File: config.mk
export PLATFORM = sky130hd
export DESIGN_NAME = approx_mult_pipe_flat
export DESIGN_NICKNAME = d
export VERILOG_FILES = /design/src/rtl/approx_mult_pipe_pkg.sv /design/src/rtl/approx_mult_pipe_if.sv /design/src/rtl/approx_mult_pipe_compress.sv /design/src/rtl/approx_mult_pipe.sv /design/src/flat_wrapper.sv
export SDC_FILE = /design/constraint.sdc
export NUM_CORES = 1
export LEC_CHECK = 0
export BUFFER_PORTS_ARGS = -buffer_cell sky130_fd_sc_hd__buf_2
export CAP_MARGIN = 5
export CORE_AREA = 10 10 145 147
export DETAILED_ROUTE_END_ITERATION = 10
export DIE_AREA = 0 0 155 157
export MAX_ROUTING_LAYER = met4
export SETUP_SLACK_MARGIN = 0.1
export SLEW_MARGIN = 20
export SYNTH_ARGS = -nofsm -noshare
export SYNTH_HDL_FRONTEND = slang
export SYNTH_SLANG_ARGS = --single-unit
File: constraint.sdc
create_clock -name clk -period 4.9 [get_ports clk]
set_input_delay 0.735 -clock clk [delete_from_list [all_inputs] [get_ports clk]]
set_output_delay 0.735 -clock clk [all_outputs]
set_load 0.02 [all_outputs]
File: src/rtl/approx_mult_pipe_pkg.sv
// Shared types and helpers for the pipelined approximate multiplier.
// approx_ref is the bit-level reference of the approximate product.
package approx_mult_pkg;

    localparam int unsigned CNT_W = 16;
    localparam logic [CNT_W-1:0] CNT_MAX = '1;

    // Control part of every stage record; tag and data widths are per instance.
    typedef struct packed {
        logic valid;
        logic exact;
    } stage_ctl_t;

    function automatic int unsigned pw_of(input int unsigned width);
        return 2 * width;
    endfunction

    function automatic logic pp_bit(input logic [31:0] x, input logic [31:0] y,
                                    input int unsigned width, input int unsigned r,
                                    input int unsigned c);
        if (c < r || c - r >= width) return 1'b0;
        return x[5'(r)] & y[5'(c - r)];
    endfunction

    // Upper rows exact; low rows OR-merged in pairs and truncated below cut.
    function automatic logic [63:0] approx_ref(input logic [31:0] x, input logic [31:0] y,
                                               input int unsigned width, input int unsigned rows,
                                               input int unsigned cut);
        logic [63:0] acc;
        logic        bit_v;
        acc = '0;
        for (int unsigned r = rows; r < width; r++) begin
            if (x[5'(r)]) acc = acc + (64'(y) << r);
        end
        for (int unsigned c = cut; c < 2 * width; c++) begin
            for (int unsigned r = 0; r < rows; r += 2) begin
                bit_v = pp_bit(x, y, width, r, c);
                if (r + 1 < rows) bit_v = bit_v | pp_bit(x, y, width, r + 1, c);
                if (bit_v) acc = acc + (64'd1 << c);
            end
        end
        return acc & ((64'd1 << (2 * width)) - 64'd1);
    endfunction

endpackage

File: src/rtl/approx_mult_pipe_if.sv
// Streaming operand/result bundle of the approximate multiplier.
interface approx_mult_pipe_if #(
    parameter int unsigned WIDTH = 8,
    parameter int unsigned TAG_W = 4
);
    import approx_mult_pkg::*;

    localparam int unsigned PW = pw_of(WIDTH);

    logic             in_valid;
    logic             in_ready;
    logic [WIDTH-1:0] in_x;
    logic [WIDTH-1:0] in_y;
    logic             in_exact;
    logic [TAG_W-1:0] in_tag;
    logic             out_valid;
    logic             out_ready;
    logic [PW-1:0]    out_z;
    logic [TAG_W-1:0] out_tag;
    logic [CNT_W-1:0] approx_cnt;

    modport slave (
        input  in_valid, in_x, in_y, in_exact, in_tag, out_ready,
        output in_ready, out_valid, out_z, out_tag, approx_cnt
    );

    modport master (
        output in_valid, in_x, in_y, in_exact, in_tag, out_ready,
        input  in_ready, out_valid, out_z, out_tag, approx_cnt
    );
endinterface

File: src/rtl/approx_mult_pipe_compress.sv
// Partial-product compression: approximate row merging then a 3:2 CSA chain
// down to a sum/carry pair for the final adder.
module approx_pp_compress
    import approx_mult_pkg::*;
#(
    parameter int unsigned WIDTH       = 8,
    parameter int unsigned APPROX_ROWS = 6,
    parameter int unsigned CUT         = 6
) (
    input  logic [WIDTH-1:0][WIDTH-1:0] rows,
    input  logic                        exact,
    output logic [pw_of(WIDTH)-1:0]     sum_c,
    output logic [pw_of(WIDTH)-1:0]     carry_c
);

    localparam int unsigned PW = pw_of(WIDTH);

    logic [PW-1:0]             cut_mask;
    logic [WIDTH-1:0][PW-1:0]  sh;
    logic [PW-1:0]             s_acc;
    logic [PW-1:0]             c_acc;
    logic [PW-1:0]             term;
    logic [PW-1:0]             nxt_c;

    always_comb begin
        cut_mask = ~((PW'(1) << CUT) - PW'(1));
        s_acc    = '0;
        c_acc    = '0;
        term     = '0;
        nxt_c    = '0;
        for (int unsigned r = 0; r < WIDTH; r++) begin
            sh[r] = PW'(rows[r]) << r;
        end
        for (int unsigned r = 0; r < WIDTH; r++) begin
            int unsigned nb;
            nb   = (r + 1 < WIDTH) ? r + 1 : r;
            term = sh[r];
            // Even row of a pair carries the merged pair; odd row is absorbed.
            if (!exact && r < APPROX_ROWS) begin
                if (r % 2 == 1)             term = '0;
                else if (r + 1 < APPROX_ROWS) term = (sh[r] | sh[nb]) & cut_mask;
                else                        term = sh[r] & cut_mask;
            end
            nxt_c = ((s_acc & c_acc) | (s_acc & term) | (c_acc & term)) << 1;
            s_acc = s_acc ^ c_acc ^ term;
            c_acc = nxt_c;
        end
        sum_c   = s_acc;
        carry_c = c_acc;
    end

endmodule

File: src/rtl/approx_mult_pipe.sv
// Three-stage valid/ready approximate multiplier: PP rows -> compression ->
// final add, with a saturating count of delivered approximate results.
module approx_mult_pipe
    import approx_mult_pkg::*;
#(
    parameter int unsigned WIDTH       = 8,
    parameter int unsigned APPROX_ROWS = 6,
    parameter int unsigned CUT         = 6,
    parameter int unsigned TAG_W       = 4
) (
    input logic               clk,
    input logic               rst,
    approx_mult_pipe_if.slave bus
);

    localparam int unsigned PW = pw_of(WIDTH);

    typedef struct packed {
        stage_ctl_t                  ctl;
        logic [TAG_W-1:0]            tag;
        logic [WIDTH-1:0][WIDTH-1:0] rows;
    } s1_t;

    typedef struct packed {
        stage_ctl_t       ctl;
        logic [TAG_W-1:0] tag;
        logic [PW-1:0]    sum;
        logic [PW-1:0]    carry;
    } s2_t;

    typedef struct packed {
        stage_ctl_t       ctl;
        logic [TAG_W-1:0] tag;
        logic [PW-1:0]    z;
    } s3_t;

    s1_t              s1_q, s1_d;
    s2_t              s2_q, s2_d;
    s3_t              s3_q, s3_d;
    logic [CNT_W-1:0] cnt_q, cnt_d;

    logic                        s1_free, s2_free, s3_free, consume;
    logic [WIDTH-1:0][WIDTH-1:0] in_rows;
    logic [PW-1:0]               sum_c, carry_c;

    approx_pp_compress #(
        .WIDTH      (WIDTH),
        .APPROX_ROWS(APPROX_ROWS),
        .CUT        (CUT)
    ) u_compress (
        .rows   (s1_q.rows),
        .exact  (s1_q.ctl.exact),
        .sum_c  (sum_c),
        .carry_c(carry_c)
    );

    // A stage may load when it is empty or its content moves on this cycle.
    always_comb begin
        s3_free = !s3_q.ctl.valid || bus.out_ready;
        s2_free = !s2_q.ctl.valid || s3_free;
        s1_free = !s1_q.ctl.valid || s2_free;
        consume = s3_q.ctl.valid && bus.out_ready;
        for (int unsigned r = 0; r < WIDTH; r++) begin
            in_rows[r] = bus.in_x[r] ? bus.in_y : '0;
        end
    end

    // Data fields hold when a stage goes empty so out_z never moves unconsumed.
    always_comb begin
        s1_d  = s1_q;
        s2_d  = s2_q;
        s3_d  = s3_q;
        cnt_d = cnt_q;
        if (s1_free) begin
            s1_d.ctl.valid = bus.in_valid;
            if (bus.in_valid) begin
                s1_d.ctl.exact = bus.in_exact;
                s1_d.tag       = bus.in_tag;
                s1_d.rows      = in_rows;
            end
        end
        if (s2_free) begin
            s2_d.ctl.valid = s1_q.ctl.valid;
            if (s1_q.ctl.valid) begin
                s2_d.ctl.exact = s1_q.ctl.exact;
                s2_d.tag       = s1_q.tag;
                s2_d.sum       = sum_c;
                s2_d.carry     = carry_c;
            end
        end
        if (s3_free) begin
            s3_d.ctl.valid = s2_q.ctl.valid;
            if (s2_q.ctl.valid) begin
                s3_d.ctl.exact = s2_q.ctl.exact;
                s3_d.tag       = s2_q.tag;
                s3_d.z         = s2_q.sum + s2_q.carry;
            end
        end
        if (consume && !s3_q.ctl.exact && cnt_q != CNT_MAX) begin
            cnt_d = cnt_q + CNT_W'(1);
        end
    end

    always_ff @(posedge clk) begin
        if (rst) begin
            s1_q  <= '0;
            s2_q  <= '0;
            s3_q  <= '0;
            cnt_q <= '0;
        end else begin
            s1_q  <= s1_d;
            s2_q  <= s2_d;
            s3_q  <= s3_d;
            cnt_q <= cnt_d;
        end
    end

    assign bus.in_ready   = s1_free;
    assign bus.out_valid  = s3_q.ctl.valid;
    assign bus.out_z      = s3_q.z;
    assign bus.out_tag    = s3_q.tag;
    assign bus.approx_cnt = cnt_q;

endmodule

File: src/flat_wrapper.sv
// flat-port wrapper written by rule: the top's interface ports become plain ports
module approx_mult_pipe_flat import approx_mult_pkg::*;
#(
    parameter int unsigned WIDTH       = 8,
    parameter int unsigned APPROX_ROWS = 6,
    parameter int unsigned CUT         = 6,
    parameter int unsigned TAG_W       = 4
)
  (clk, rst, bus_in_valid, bus_in_x, bus_in_y, bus_in_exact, bus_in_tag, bus_out_ready, bus_in_ready, bus_out_valid, bus_out_z, bus_out_tag, bus_approx_cnt);
  approx_mult_pipe_if #(.WIDTH(WIDTH), .TAG_W(TAG_W)) bus_i ();
  input logic clk;
  input logic rst;
  input wire logic [$bits(bus_i.in_valid)-1:0] bus_in_valid;
  input wire logic [$bits(bus_i.in_x)-1:0] bus_in_x;
  input wire logic [$bits(bus_i.in_y)-1:0] bus_in_y;
  input wire logic [$bits(bus_i.in_exact)-1:0] bus_in_exact;
  input wire logic [$bits(bus_i.in_tag)-1:0] bus_in_tag;
  input wire logic [$bits(bus_i.out_ready)-1:0] bus_out_ready;
  output wire logic [$bits(bus_i.in_ready)-1:0] bus_in_ready;
  output wire logic [$bits(bus_i.out_valid)-1:0] bus_out_valid;
  output wire logic [$bits(bus_i.out_z)-1:0] bus_out_z;
  output wire logic [$bits(bus_i.out_tag)-1:0] bus_out_tag;
  output wire logic [$bits(bus_i.approx_cnt)-1:0] bus_approx_cnt;
  assign bus_i.in_valid = bus_in_valid;
  assign bus_i.in_x = bus_in_x;
  assign bus_i.in_y = bus_in_y;
  assign bus_i.in_exact = bus_in_exact;
  assign bus_i.in_tag = bus_in_tag;
  assign bus_i.out_ready = bus_out_ready;
  assign bus_in_ready = bus_i.in_ready;
  assign bus_out_valid = bus_i.out_valid;
  assign bus_out_z = bus_i.out_z;
  assign bus_out_tag = bus_i.out_tag;
  assign bus_approx_cnt = bus_i.approx_cnt;
  approx_mult_pipe #(.WIDTH(WIDTH), .APPROX_ROWS(APPROX_ROWS), .CUT(CUT), .TAG_W(TAG_W)) u_core (.clk(clk), .rst(rst), .bus(bus_i));
endmodule
Yosys cells after proc, flatten, opt, wreduce, memory -nomap -nowiden
Cells that the tools add are included.
{"block": "classes", "bitwise_logic": 47, "reduce_logical": 13, "n_addsub": 2, "eq_ne": 1, "n_mux": 14}
{"operator": "bitwise OR 15 bit", "count": 12}
{"operator": "AND 15 bit", "count": 9}
{"operator": "2-to-1 mux 8 bit", "count": 8}
{"operator": "XOR 16 bit", "count": 4}
{"operator": "AND 15 x 11 -> 15 bit", "count": 3}
{"operator": "AND 15 x 13 -> 15 bit", "count": 3}
{"operator": "XOR 16 x 13 -> 16 bit", "count": 2}
{"operator": "AND 15 x 14 -> 15 bit", "count": 2}
{"operator": "2-to-1 mux 13 bit", "count": 2}
{"operator": "2-to-1 mux 11 bit", "count": 2}
{"operator": "2-to-1 mux 9 bit", "count": 2}
{"operator": "adder 16 x 1 -> 16 bit, second input constant", "count": 1}
{"operator": "adder 16 bit", "count": 1}
{"operator": "inequality test 16 bit, second input constant", "count": 1}
{"operator": "XOR 11 x 16 -> 16 bit", "count": 1}
{"operator": "XOR 16 x 11 -> 16 bit", "count": 1}
{"operator": "XOR 16 x 14 -> 16 bit", "count": 1}
{"operator": "XOR 16 x 15 -> 16 bit", "count": 1}
{"operator": "AND 15 x 10 -> 15 bit", "count": 1}
{"operator": "bitwise OR 12 x 13 -> 13 bit", "count": 1}
{"operator": "bitwise OR 10 x 11 -> 11 bit", "count": 1}
{"operator": "XOR 10 x 11 -> 11 bit", "count": 1}
{"operator": "XOR 9 x 10 -> 10 bit", "count": 1}
{"operator": "AND 9 bit", "count": 1}
{"operator": "other kinds (6)", "count": 15}
{"block": "word_totals", "register_bits": 145}

Depth between registers and ports, before layout
Gate-level depths: netlist of run 1.
{"block": "depth", "depth_word": 21, "mapped_depth": 16}

Modules after synthesis
Synthesis of run 1 repeated with hierarchy kept, for this count alone.
{"block": "unflattened", "cells_unflattened": 929, "hier_area_um2": 7803.7}
{"module": "approx_mult_pipe", "instances": 1, "area_per_inst_um2": 6227.2, "cells_each": 769, "seq_area_each_um2": 2922.8}
{"module": "approx_pp_compress", "instances": 1, "area_per_inst_um2": 1576.5, "cells_each": 160, "seq_area_each_um2": 0.0}

Least setup slack after synthesis of run 1
Ideal clock, no wire load.
{"block": "synth_timing", "path_kind": "reg-to-reg", "start": "register u_core.s1_q[68] (netlist name)", "end": "register u_core.s2_q[23] (netlist name)", "setup_slack_ns": 0.348, "stages_incl_launch_ff": 17, "arrival_ns": 4.482, "synth_period_minus_slack_ns": 4.552, "setup_ns": 0.070, "path_cell_list": "dfxtp_1 inv_1 clkbuf_1 a21o_1 ha_1 inv_1 fa_1 fa_1 inv_1 fa_1 inv_1 fa_1 inv_1 fa_1 fa_1 nand2_1 a21oi_1"}
{"block": "synth_between", "elab_chain_cells": 19, "elab_cells_between_ends": 45}
{"element": "start: declaration", "line_no": "approx_mult_pipe.sv:37", "text": "s1_t s1_q, s1_d;"}
{"element": "start signal: assignment", "line_no": "approx_mult_pipe.sv:106", "text": "s1_q <= '0;"}
{"element": "start signal: assignment", "line_no": "approx_mult_pipe.sv:111", "text": "s1_q <= s1_d;"}
{"element": "2-to-1 mux 9 bit", "line_no": "approx_mult_pipe_compress.sv:39", "text": "if (!exact && r < APPROX_ROWS) begin"}
{"element": "XOR 9 bit / AND 9 bit (equally long branches)", "line_no": "approx_mult_pipe_compress.sv:45, approx_mult_pipe_compress.sv:44"}
{"element": "AND 15 x 10 -> 15 bit / AND 15 x 11 -> 15 bit (equally long branches)", "line_no": "approx_mult_pipe_compress.sv:44", "text": "nxt_c = ((s_acc & c_acc) | (s_acc & term) | (c_acc & term)) << 1;"}
{"element": "bitwise OR 15 bit (2 in a row)", "line_no": "approx_mult_pipe_compress.sv:44"}
{"element": "AND 15 bit", "line_no": "approx_mult_pipe_compress.sv:44"}
{"element": "bitwise OR 15 bit (2 in a row)", "line_no": "approx_mult_pipe_compress.sv:44"}
{"element": "AND 15 bit", "line_no": "approx_mult_pipe_compress.sv:44"}
{"element": "bitwise OR 15 bit (2 in a row)", "line_no": "approx_mult_pipe_compress.sv:44"}
{"element": "AND 15 bit", "line_no": "approx_mult_pipe_compress.sv:44"}
{"element": "bitwise OR 15 bit (2 in a row)", "line_no": "approx_mult_pipe_compress.sv:44"}
{"element": "AND 15 bit", "line_no": "approx_mult_pipe_compress.sv:44"}
{"element": "bitwise OR 15 bit (2 in a row)", "line_no": "approx_mult_pipe_compress.sv:44"}
{"element": "XOR 16 bit (*)", "line_no": "approx_mult_pipe_compress.sv:45", "text": "s_acc = s_acc ^ c_acc ^ term;"}
{"element": "XOR 16 x 15 -> 16 bit (*)", "line_no": "approx_mult_pipe_compress.sv:45"}
{"element": "net u_core.sum_c[7]", "line_no": "approx_mult_pipe.sv:44", "text": "logic [PW-1:0] sum_c, carry_c;"}
{"element": "end signal: assignment", "line_no": "approx_mult_pipe.sv:107", "text": "s2_q <= '0;"}
{"element": "end signal: assignment", "line_no": "approx_mult_pipe.sv:112", "text": "s2_q <= s2_d;"}
{"element": "end: declaration", "line_no": "approx_mult_pipe.sv:38", "text": "s2_t s2_q, s2_d;"}
Mark *: on every way through the listed nets, which the timed path passes. The rest lies on a longest branch.
A chain may end at the register's enable or synchronous reset.

Worst setup path in the final report of run 1
Same ends and word-level chain as after synthesis.

==> impl_results.md, run 1 <==
- Clock power frac: 48.9%
- Hold Path Class: register to register
- Worst-case vdd ir drop: 0.000236 V
- Total GRT Usage: 13.9%
- Crit Path Class: register to register
- Highest Clock Rate: 0.220 GHz
- Hold endpoint: u_core.s1_q[32]$_SDFFE_PP0P_
- CTS Buffer Depth: 2
- Synth warnings: 0
- Number of global-route vias before repair: 5,436
- Clock latency at the later pin of the worst-skew pair: 0.42 ns
- Global placement routability congestion: 0.818
- Syn Nets: 936
- Mean area per synthesized cell: 8.36 sq um
- Drt wl/cell: 14.7 um
- Switching pwr: 0.000664 W
- Logic pwr share: 8.5%
- Setup TNS: 0 ns
- Worst hold start: u_core.s1_q[32]$_SDFFE_PP0P_
- Clock Pin Slew Worst Setup and Hold Paths: 0.06 ns
- Antenna violations before repair: 1
- Post-CTS Resized: 0
- R2r endpoint: u_core.s2_q[23]$_SDFFE_PP0P_
- Post-synth EDFFs: 0
- WP data required: 5.24 ns
- Num Clock Sinks: 137
- Detailed-route vias per instance: 5.02
- Worst slew margin: 38.5%
- Net Sw Frac: 24.3%
- Final count of hold timing violations: 0
- Synthesized area: 7080 sq um
- Yosys top cell by area: dfxtp_1
- Reg2Reg Depth: 15
- Post-synth top area share: 38.7%
- Remaining antenna violation count: 0
- Post-DP Area: 7370 sq um
- Pwr Total: 0.00274 W
- CP endpoint kind: register
- Setup slack after layout: 0.351 ns
- Max FO, Critical Path: 6
- Die Y: 157 um
- CTS tree: yes
- Layout cells sized above 1: 13.6%
- Initial DRT Pass Iterations: 4
- # nets final: 941
- Post-synth ARST share: 0%
- Top cells by area, synth: dfxtp_1, fa_1, nand2_1
- Area growth syn-to-layout: 12.7%
- DP HPWL: 11,200 um
- M1 GR Usage: 17.6%
- Leak Pwr: 3.18 nW
- GR Util met2: 21.4%
- Final instance area: 7990 sq um
- Root buffer cell: clkbuf_16
- First-pass GRT wire length: 27,200 um
- CTS buffer count: 17
- RSZ-0062 raised after global routing: false
- GR peak layer: met2
- Outcome: complete, no violations
- Critical R2R Launch: u_core.s1_q[68]$_SDFFE_PP0P_
- Vias: 5,523
- Worst EP arrival: 4.89 ns
- Cell-internal power: 0.00207 W
- DRT iter0 DRCs: 325
- Initial Util: 38.6%
- Top_reg_cell synth: dfxtp_1
- # hold bufs at CTS: 0
- Min cycle time layout: 4.55 ns
- Max-slew violation count: 0
- Final core occ: 43.6%
- Startpoint Class: register
- Sequential fraction of the synthesis area: 38.7%
- Maxcap violations: 0
- Flop pwr share: 42.7%
- Largest net degree at the start of global routing: 84
- Hold depth: 2
- Total power per unit cell area: 343 nW/um^2
- Std cell rows: 50
- Top cells by instance count after synthesis: nand2_1, dfxtp_1, a21oi_1, nand3_1, clkbuf_1
- WL final: 16,200 um
- Met3 usage: 3.60%
- Setup-failing EPs final: 0
- Residual DRC count: 0
- Gate count after technology mapping: 847
- H-Tree Depth: 4
- GRT overflow: 0
- DIE WIDTH: 155 um
- Setup Buffers After CTS: 0
- Core area: 18,300 sq um
- Layout Skew: 0.00890 ns
- Setup Slack @ Placement: 0.354 ns
- IO Pins: 63
- Reg2reg setup slack: 0.35 ns
- Cell variety after synth: 48
- Worst Max-Slew Pin Slew: 0.922 ns
- Period utilisation layout: 92.8%
- Port Buffers: 62
- Most numerous cell in the Yosys netlist: nand2_1
- Die area: 24,300 sq um
- Register bit total from synthesis: 137
==> stage by stage <==
step                      hold WS, ns  std cells
after floorplan                 0.427        847
final                           0.443       1100
after global placement          0.436       1067
after global routing            0.467       1100
after detailed placement        0.440       1067
after CTS                       0.448       1099
==> cell families after synthesis <==
kind of cell | Yosys count | synth area share, %
buffers and inverters | 130 | 7.98
AO/OA/AOI/OAI | 172 | 13.8
adder cells (fa/ha/maj) | 64 | 16.0
flip-flops | 137 | 38.7
AND/OR/NAND/NOR | 333 | 21.8
multiplexers | 10 | 1.55
XOR/XNOR | 1 | 0.124
==> area by class of cell <==
class,count,area (sq um)
inverters,45,169
well taps,234,293
diodes,1,2.50
flip-flops and latches,137,2740
clock buffers,22,474
multi-input cells,580,3780
repair buffers,71,380
fillers,1869,10300
clock inverters,10,141
==> layer usage <==
layer	part of all wire (%)	up-vias
met4	0.64	0
met2	47	96
met1	48	2617
met5	0	-
li1	-	2802
met3	4.6	8
==> worst max-delay path by stage <==
| stage | from | endpoint |
|---|---|---|
| floorplan | u_core.s1_q[68]$_SDFFE_PP0P_ | u_core.s2_q[23]$_SDFFE_PP0P_ |
| detailed placement | u_core.s1_q[68]$_SDFFE_PP0P_ | u_core.s2_q[23]$_SDFFE_PP0P_ |
| global route | u_core.s1_q[68]$_SDFFE_PP0P_ | u_core.s2_q[23]$_SDFFE_PP0P_ |
| global placement | u_core.s1_q[68]$_SDFFE_PP0P_ | u_core.s2_q[23]$_SDFFE_PP0P_ |
| CTS | u_core.s1_q[68]$_SDFFE_PP0P_ | u_core.s2_q[23]$_SDFFE_PP0P_ |
| finish | u_core.s1_q[68]$_SDFFE_PP0P_ | u_core.s2_q[23]$_SDFFE_PP0P_ |
==> critical path, cell delays in order, from the launching register on <==
cell and delay [ns]:
dfxtp_1 0.35, inv_1 0.13, a21o_1 0.21, ha_1 0.28, inv_1 0.05, fa_1 0.50
fa_1 0.54, inv_1 0.05, fa_1 0.53, inv_1 0.05, fa_1 0.52, inv_1 0.05
fa_1 0.50, fa_1 0.54, nand2_1 0.05, a21oi_1 0.12
==> registers in the layout, indices dropped and copies added, names as in the netlist <==
name and cells:
u_core.bus.approx_cnt 16, u_core.bus.out_tag 4, u_core.bus.out_valid 1, u_core.bus.out_z 16
u_core.s1_q 70, u_core.s2_q 29, u_core.s3_q 1
==> cell usage in the layout (no fill, tap or decap), types with 20 or more instances in the layout <==
master and instances:
fa_1 44, a21oi_1 126, nand2_1 172, nor2_1 20, inv_1 45, ha_1 20
dfxtp_1 137, buf_2 61, and2_1 23, nand3_1 67
==> power by group through the flow <==
| stage | clock [W] | sequential [W] | combinational, W |
|---|---|---|---|
| final | 0.00134 | 0.00117 | 0.000231 |
| after global routing | 0.00141 | 0.00117 | 0.000269 |
| after CTS | 0.00136 | 0.00117 | 0.000236 |
| after detailed placement | 0 | 0.00119 | 0.000234 |
| after global placement | 0 | 0.00119 | 0.000234 |
| after floorplan | 0 | 0.00119 | 0.000180 |
Power figures use the tool's default switching activity.
==> run 2, diff against run 1 <==
--- a/config.mk
+++ b/config.mk
@@ -5,9 +5,11 @@
 export SDC_FILE = /design/constraint.sdc
 export NUM_CORES = 1
 export LEC_CHECK = 0
-export BUFFER_PORTS_ARGS = -buffer_cell sky130_fd_sc_hd__buf_2
+export BUFFER_PORTS_ARGS = -buffer_cell sky130_fd_sc_hd__clkbuf_2
 export CAP_MARGIN = 5
 export CORE_AREA = 10 10 145 147
+export CTS_BUF_LIST = sky130_fd_sc_hd__clkbuf_2 sky130_fd_sc_hd__clkbuf_4 sky130_fd_sc_hd__clkbuf_8
+export CTS_CLUSTER_SIZE = 40
 export DETAILED_ROUTE_END_ITERATION = 10
 export DIE_AREA = 0 0 155 157
 export MAX_ROUTING_LAYER = met4
==> run 2 against run 1 <==
Against the previous run:
- fmax grew 0.36%
- wire length is 0.56% lower
- clock-buffer cell count decreased by 3
- non-clock buffer count down 1
- cell count fell by 0.18%
- clock power decreased by 35%
- setup slack improved by 0.016 ns
- critical path type unchanged
- global-route usage about the same
- highest routed layer unchanged
- cell area fell by 3.1%
- die area unchanged
- worst hold slack better by 0.0076 ns
- core utilization down 1.4 points
==> impl_results.md, run 2 (synthesized netlist as in run 1, its figures left out) <==
- Outcome: complete, no violations (unchanged)
- Worst slew margin: 36.6% (was 38.5%)
- Total GRT Usage: 13.9% (about the same)
- Reg2Reg Depth: 15 (unchanged)
- Crit path cell chain: inv_2 -> a21o_1 -> ha_1 -> inv_1 -> fa_1 -> fa_1 -> inv_1 -> fa_1 -> inv_1 -> fa_1 -> inv_1 -> fa_1 -> fa_1 -> nand2_1 -> a21oi_1 (was inv_1 -> a21o_1 -> ha_1 -> inv_1 -> fa_1 -> fa_1 -> inv_1 -> fa_1 -> inv_1 -> fa_1 -> inv_1 -> fa_1 -> fa_1 -> nand2_1 -> a21oi_1)
- GRT overflow: 0 (unchanged)
- Max-slew violation count: 0 (unchanged)
- Hold Path Class: register to register (unchanged)
- CTS Buffer Depth: 2 (unchanged)
- Highest Clock Rate: 0.221 GHz (was 0.220 GHz)
- Layout cells sized above 1: 13.9% (was 13.6%)
- Crit path to: u_core.s2_q[23]$_SDFFE_PP0P_ (unchanged)
- Antenna violations before repair: 0 (was 1)
- Top reg by flops: u_core.s1_q (unchanged)
- Reg2reg setup slack: 0.37 ns (was 0.35 ns)
- Maxcap violations: 0 (unchanged)
- Slowest library cell on the worst path: fa_1 (unchanged)
- Root buffer cell: clkbuf_8 (was clkbuf_16)
- Critical path's top delay family: adder cells (unchanged)
- Total power per unit cell area: 294 nW/um^2 (was 343 nW/um^2)
- Critical Path Most Common Cell: fa_1 (unchanged)
- Global placement routability congestion: 0.834 (was 0.818)
- Remaining antenna violation count: 0 (unchanged)
- Fillers: 1,879 (was 1,869)
- Drt wl/cell: 14.7 um (about the same)
- Largest register FFs: 70 (unchanged)
- Clock Pin Slew Worst Setup and Hold Paths: 0.08 ns (was 0.06 ns)
- # nets final: 940 (was 941)
- Crit path buf inv count: 5 (unchanged)
- Startpoint Class: register (unchanged)
- CTS tree: yes (unchanged)
- Worst-case vdd ir drop: 0.000156 V (was 0.000236 V)
- Area growth syn-to-layout: 9.20% (was 12.7%)
- Detailed-route vias per instance: 5.05 (was 5.02)
- Crit Path Class: register to register (unchanged)
- Crit path launch: u_core.s1_q[68]$_SDFFE_PP0P_ (unchanged)
- IO Pins: 63 (unchanged)
- Period utilisation layout: 92.5% (was 92.8%)
- Final count of hold timing violations: 0 (unchanged)
- Residual DRC count: 0 (unchanged)
- Antenna diodes: 0 (was 1)
- CTS buffer count: 17 (unchanged)
- DRT iter0 DRCs: 288 (was 325)
- Critical R2R Launch: u_core.s1_q[68]$_SDFFE_PP0P_ (unchanged)
- Leak Pwr: 3.04 nW (was 3.18 nW)
- Vias: 5,550 (was 5,523)
- Largest net degree at the start of global routing: 94 (was 84)
- Clock latency at the later pin of the worst-skew pair: 0.46 ns (was 0.42 ns)
- Std cell rows: 50 (unchanged)
- Worst EP arrival: 4.91 ns (was 4.89 ns)
- Initial Util: 38.6% (unchanged)
- Largest registers: u_core.s1_q x70, u_core.s2_q x29 (unchanged)
- Critical Path Stages: 15 (unchanged)
- CP endpoint kind: register (unchanged)
- RSZ-0062 raised after global routing: false (unchanged)
- Commonest non-fill, non-tap cell in the layout: nand2_1 (unchanged)
- Port Buffers: 62 (unchanged)
- Number of global-route vias before repair: 5,511 (was 5,436)
- DP HPWL: 11,400 um (was 11,200 um)
- Setup-failing EPs final: 0 (unchanged)
- DIE WIDTH: 155 um (unchanged)
- Max FO, Critical Path: 7 (was 6)
- WL final: 16,100 um (was 16,200 um)
- WP data required: 5.28 ns (was 5.24 ns)
- Min cycle time layout: 4.53 ns (was 4.55 ns)
- Max stage delay on crit path: 0.54 ns (about the same)
- Pwr Total: 0.00227 W (was 0.00274 W)
- Setup TNS: 0 ns (unchanged)
- Num Clock Sinks: 137 (unchanged)
- R2r endpoint: u_core.s2_q[23]$_SDFFE_PP0P_ (unchanged)
- Die Y: 157 um (unchanged)
- Layout Skew: 0.0155 ns (was 0.00890 ns)
- Core area: 18,300 sq um (unchanged)
- Die area: 24,300 sq um (unchanged)
- Commonest non-fill, non-tap cells in the layout: nand2_1, dfxtp_1, a21oi_1 (unchanged)
- Worst Max-Slew Pin Slew: 0.950 ns (was 0.922 ns)
- Initial DRT Pass Iterations: 7 (was 4)
- H-Tree Depth: 4 (unchanged)
- First-pass GRT wire length: 27,300 um (was 27,200 um)
-- run 2: changes by cell type in the layout (fill, tap and decap cells not counted), moves of 2 or more --
cell | before | now
buf_2 | 61 | 0
clkbuf_2 | 0 | 61
clkbuf_16 | 17 | 0
clkbuf_8 | 3 | 17
clkinv_4 | 2 | 6
buf_4 | 10 | 8
bufinv_16 | 3 | 1
clkbuf_1 | 2 | 0
clkbuf_4 | 0 | 2
-- run 2: cell type report --
cell class | instances | area (sq um) | area share [%]
sequential | 137 | 2740 | 35.5
inverter | 45 | 169 | 2.18
timing repair buffer | 70 | 377 | 4.87
clock buffer | 19 | 249 | 3.22
clock inverter | 13 | 123 | 1.59
multi-input combinational | 580 | 3780 | 48.9
tap | 234 | 293 | 3.79
-- run 2: per-layer routing --
metal,routed length (um),vias up,GRT usage (%)
met5,0,-,-
met4,172,0,3.91
met3,880,15,4.12
met2,7370,111,21.4
met1,7700,2629,17.3
li1,-,2795,-
-- run 2: per-stage QoR --
stage	cells	hold WS [ns]	setup slack [ns]	area (sq um)	util [%]
floorplan	847	0.427	0.348	7080	-
global placement	1066	0.434	0.374	7360	40.2
detailed placement	1066	0.441	0.346	7360	40.2
CTS	1098	0.451	0.322	7730	42.2
global route	1098	0.469	0.122	7730	42.2
finish	1098	0.450	0.367	7730	42.2
-- run 2: how the worst min path moves through the flow --
stage	from	to	slack, ns	cells past startpoint
detailed placement	u_core.s1_q[12]$_SDFFE_PP0P_	u_core.s1_q[12]$_SDFFE_PP0P_	0.44	2
global placement	u_core.s1_q[12]$_SDFFE_PP0P_	u_core.s1_q[12]$_SDFFE_PP0P_	0.43	2
global route	u_core.s1_q[2]$_SDFFE_PP0P_	u_core.s1_q[2]$_SDFFE_PP0P_	0.47	2
finish	u_core.s1_q[12]$_SDFFE_PP0P_	u_core.s1_q[12]$_SDFFE_PP0P_	0.45	2
floorplan	u_core.s1_q[10]$_SDFFE_PP0P_	u_core.s1_q[10]$_SDFFE_PP0P_	0.43	2
CTS	u_core.s2_q[36]$_SDFFE_PP0P_	u_core.s3_q[20]$_SDFFE_PP0P_	0.45	2
-- run 2: timing repair --
action,4_1_cts,5_1_grt
gates resized for setup,0,2
endpoints found under the setup margin,0,1
hold buffers,0,0
buffers inserted,0,0
-- run 2: where the power goes --
group          internal [W]  total, W  switching, W
combinational     0.0000810  0.000232      0.000151
clock              0.000416  0.000873      0.000457
sequential          0.00115   0.00117     0.0000206
total               0.00164   0.00227      0.000629
-- run 2: worst reg2reg max path, cell delays in order (launching register included) --
cell and delay (ns):
dfxtp_1 0.40, inv_2 0.10, a21o_1 0.19, ha_1 0.28, inv_1 0.06, fa_1 0.50, fa_1 0.54, inv_1 0.05
fa_1 0.52, inv_1 0.05, fa_1 0.52, inv_1 0.05, fa_1 0.50, fa_1 0.54, nand2_1 0.05, a21oi_1 0.12
